[config.mk]
export PLATFORM = sky130hd
export DESIGN_NAME = filter_peak_detector
export DESIGN_NICKNAME = d
export VERILOG_FILES = /design/src/rtl/filter_peak_detector.sv
export SDC_FILE = /design/constraint.sdc
export NUM_CORES = 1
export LEC_CHECK = 0
export ABC_AREA = 1
export CAP_MARGIN = 10
export CORE_ASPECT_RATIO = 0.5
export CORE_UTILIZATION = 50
export DETAILED_ROUTE_END_ITERATION = 6
export GPL_TIMING_DRIVEN = 0
export PLACE_DENSITY = 0.83
export SYNTH_ARGS = -nofsm -noshare
export SYNTH_HDL_FRONTEND = slang
export SYNTH_SLANG_ARGS = --single-unit
[constraint.sdc]
create_clock -name clk -period 10.1 [get_ports clk]
set_input_delay 2.02 -clock clk [delete_from_list [all_inputs] [get_ports clk]]
set_output_delay 2.02 -clock clk [all_outputs]
set_load 0.01 [all_outputs]
[src/rtl/filter_peak_detector.sv]
// Pulse peak detector: tracks samples above a live threshold, reports the maximum and its
// timestamp when the pulse ends, with a single-entry valid/ready output slot.
module filter_peak_detector #(
   parameter int unsigned SIZE_FILTER_DATA = 16,
   parameter int unsigned MIN_WIDTH        = 3,
   parameter int unsigned TS_W             = 32
) (
   input  logic                               clk,
   input  logic                               reset,
   input  logic signed [SIZE_FILTER_DATA+4:0] input_data,
   input  logic signed [SIZE_FILTER_DATA+4:0] threshold,
   input  logic                               peak_ready,
   output logic                               peak_valid,
   output logic signed [SIZE_FILTER_DATA+4:0] peak_amplitude,
   output logic        [TS_W-1:0]             peak_time,
   output logic        [15:0]                 lost_count
);

   localparam int unsigned W = SIZE_FILTER_DATA + 5;
   localparam logic [7:0] MinWidth = 8'(MIN_WIDTH);

   typedef enum logic [0:0] {Armed, Track} state_t;

   state_t               state;
   logic [TS_W-1:0]      ts;
   logic [7:0]           width;
   logic signed [W-1:0]  max_amp;
   logic [TS_W-1:0]      max_ts;

   logic above;
   logic slot_free;

   assign above     = input_data > threshold;
   assign slot_free = !peak_valid || peak_ready;

   always_ff @(posedge clk or posedge reset) begin
      if (reset) begin
         state          <= Armed;
         ts             <= '0;
         width          <= '0;
         max_amp        <= '0;
         max_ts         <= '0;
         peak_valid     <= 1'b0;
         peak_amplitude <= '0;
         peak_time      <= '0;
         lost_count     <= '0;
      end else begin
         ts <= ts + 1'b1;
         // A completed transfer frees the slot; a pulse ending on this edge may refill it below.
         if (peak_valid && peak_ready) begin
            peak_valid <= 1'b0;
         end
         unique case (state)
            Armed: begin
               if (above) begin
                  state   <= Track;
                  max_amp <= input_data;
                  max_ts  <= ts;
                  width   <= 8'd1;
               end
            end
            Track: begin
               if (above) begin
                  if (width != 8'd255) begin
                     width <= width + 8'd1;
                  end
                  // Strict compare keeps the earliest timestamp on ties.
                  if (input_data > max_amp) begin
                     max_amp <= input_data;
                     max_ts  <= ts;
                  end
               end else begin
                  state <= Armed;
                  if (width >= MinWidth) begin
                     if (slot_free) begin
                        peak_valid     <= 1'b1;
                        peak_amplitude <= max_amp;
                        peak_time      <= max_ts;
                     end else if (lost_count != 16'hFFFF) begin
                        lost_count <= lost_count + 16'd1;
                     end
                  end
               end
            end
            default: state <= Armed;
         endcase
      end
   end

endmodule

==> key figures <==
Drt
  • Post-route ant nets: 0
  • DRC: 0
  • DRT iter0 DRCs: 731
  • Vias: 7570
  • Router iterations before antenna repair: 7
  • Final wirelength: 21.6 mm
  • Vias per cell: 5.40
  • Post-DR wirelength/cell: 15.4 microns

GRT
  • Initial antenna violation count: 0
  • Largest net degree at the start of global routing: 134
  • Vias in the first global route: 7479
  • Gr usage total: 25.2%
  • Global-route wire length before repair: 35.6 mm
  • Global route overflow: 0

Floorplanning
  • Die height: 94.4 microns
  • Starting density of the core: 51.7%
  • Rows: 33
  • Io pins: 115
  • Die area: 0.0176 sq mm
  • Core footprint: 0.0165 sq mm
  • Die Wd: 187 microns

Final layout
  • Area delta synth->final: 24.0%
  • N_diodes: 0
  • Final net count: 1253
  • Final Util: 64.1%
  • Share of layout cells above drive strength 1: 6.55%

Synth
  • FF+latch count, synth: 164
  • Dominant cell type by area after synthesis: dfrtp_1
  • Area share of the largest cell type after synthesis: 48.1%
  • Mapped Area: 0.00854 sq mm
  • Netlist cell types: 35
  • Ys async rst share: 100%
  • YS warnings: 0
  • Most used DFF post-synth: dfrtp_1
  • EDFF count, synth: 0
  • Syn Nets: 1119
  • Seq/Total Area, Yosys: 48.1%
  • Mapped Cells: 1029
  • Mapped Avg Cell Area: 8.30 sq um
  • Top post-synthesis cells by area: dfrtp_1 48%, nand2_1 16%, ha_1 6.6%

Worst setup path
  • WP data arrival: 4.60 ns
  • FF-to-FF End: max_ts[19]
  • Crit Path Category: primary input to flop
  • R2R Path Start: max_amp[20]
  • Crit-path cells: clkdlybuf4s50_1, ha_1, nand2_1, nor2_1, nand2_1, nor2_1, nand2_1, nand3_1, nand2_1, nand3_4, nand3_2, buf_2, nand2_1, nand2_1
  • Crit path largest cell delay: 0.48 ns
  • Crit path capture type: flop
  • CP required: 10.41 ns
  • Max FO, Critical Path: 10
  • FF-to-FF setup slack: 7.67 ns
  • Crit-path most repeated cell: nand2_1
  • Max stage delay cell, worst path: clkdlybuf4s50_1
  • Worst setup SP type: primary input
  • Worst R2R Path Depth: 14

Pwr
  • Pleak: 5.46 nW
  • VDD IR-drop max: 0.155 mV
  • Cell Pwr Density: 211 mW/mm^2
  • Power Total: 2.23 mW

Clocking
  • TritonCTS Buffers: 17
  • # H-tree levels: 4
  • Resized Gates After CTS: 0
  • CTS Hold Buffers Added: 0
  • # clock sinks: 164
  • Root Driver: clkbuf_16
  • Clock Path Buffers: 2
  • CTS tree: yes
  • Worst skew pair latency: 0.43 ns
  • # Post-CTS Setup Buffers: 0
  • Reg clk slew, reported paths: 0.07 ns

STA
  • Hold_ws: 0.473 ns
  • Setup TNS: 0 ns
  • Final hold vios: 0
  • Rel. slew slack: 56.5%
  • Worst Clk Skew: 0.0123 ns
  • Final setup viols: 0
  • Tcrit/Tclk final: 42.5%
  • Slew Limit Fails: 0
  • RSZ-0062 raised after global routing: no
  • Peak Freq: 233 MHz
  • Crit path time final: 4.29 ns
  • Least-Margin Pin Slew: 0.652 ns

Worst hold path
  • Hold_sp: peak_amplitude[2]
  • Hold depth: 2
  • Hold Path Class: flop to flop
  • Hold Path End: peak_amplitude[2]

Outcome
  • Outcome: completed

Run
  • Maximum capacitance violations: 0

Place
  • Post-DP HPWL: 15.1 mm
  • # port buffers: 114
  • Routability congestion estimate: 0.910
[Yosys cell counts, types with 2 or more instances]
master	number
nor4_1	4
a21o_1	2
nor2_1	49
clkbuf_1	8
buf_6	12
a21oi_1	12
ha_1	45
buf_4	2
nand4_1	81
dfrtp_1	164
nor3_1	12
nand3_1	86
nor2_2	2
nand3b_1	2
xnor2_1	18
inv_1	95
buf_2	17
buf_1	5
xor2_1	27
nand2_1	371
[cells by family (layout without fill, tap and decap cells)]
kind of cell | after synthesis | in the layout | share of synthesized area [%]
DFF | 164 | 164 | 48.1
buffers and inverters | 141 | 288 | 7.62
AOI/OAI and AO/OA | 17 | 17 | 1.13
xor gates and xnor gates | 45 | 45 | 4.62
adders and majority gates | 45 | 45 | 6.60
and+or+nand+nor | 617 | 617 | 32.0
[metrics by stage]
stage / instances / cell area [sq um] / setup WS [ns]
6_report: 1403 / 10600 / 5.81
5_1_grt: 1403 / 10600 / 5.58
4_1_cts: 1403 / 10600 / 5.81
3_5_place_dp: 1371 / 10000 / 5.38
3_3_place_gp: 1370 / 9960 / 1.62
2_1_floorplan: 1029 / 8540 / 3.65
[critical path, delay by kind of cell]
kind                     cells  cell delay, ns
buffers and inverters        2            0.80
adder cells (fa/ha/maj)      1            0.43
AND/OR/NAND/NOR             11            1.34
[power by group]
group	internal [mW]	switching, mW
Clock	0.332	0.310
Combinational	0.283	0.454
Sequential	0.766	0.0845
Total	1.38	0.848
[routing by layer]
metal	up-vias	part of all wire, %	track usage, %
met5	-	0	0
met1	3630	42	31.7
li1	3610	-	-
met4	0	1.4	8.54
met2	290	50	45.0
met3	40	6.3	4.09
[layout make-up]
type / instances / area, sq um
buffer: 44 / 284
clock buffer: 17 / 425
clock inverter: 15 / 165
fill: 1312 / 5930
inverter: 97 / 374
multi-input combinational: 724 / 3780
sequential: 164 / 4100
tap: 227 / 284
timing repair buffer: 115 / 1170
[worst max path at each step]
stage	startpoint	endpoint	slack, ns
4_1_cts	input_data[20]	peak_amplitude[19]	5.81
5_1_grt	input_data[20]	peak_amplitude[20]	5.58
6_report	input_data[20]	peak_time[31]	5.81
3_5_place_dp	input_data[20]	peak_amplitude[19]	5.38
3_3_place_gp	reset	peak_amplitude[5]	1.62
2_1_floorplan	reset	lost_count[0]	3.65
[placed cells by master, fill, tap and decap left out, types with 2 or more instances in the layout]
cell type / n
inv_8: 6
buf_2: 17
xor2_1: 27
nand4_1: 81
nor2_1: 49
nand3b_1: 2
clkinv_8: 3
nand2_1: 371
xnor2_1: 18
clkdlybuf4s50_1: 114
dfrtp_1: 164
clkbuf_16: 17
buf_4: 2
buf_6: 12
buf_1: 5
nor3_1: 12
inv_1: 94
a21oi_1: 12
clkinv_4: 5
ha_1: 45
nand3_1: 86
clkbuf_1: 8
a21o_1: 2
nor2_2: 2
nor4_1: 4
[state kept, by name (all words and copies together) (netlist names)]
register        count
max_ts             32
peak_time          32
ts                 32
max_amp            21
peak_amplitude     21
lost_count         16
width               8
peak_valid          1
state               1
Note: power is estimated with default switching activity, not from simulation.
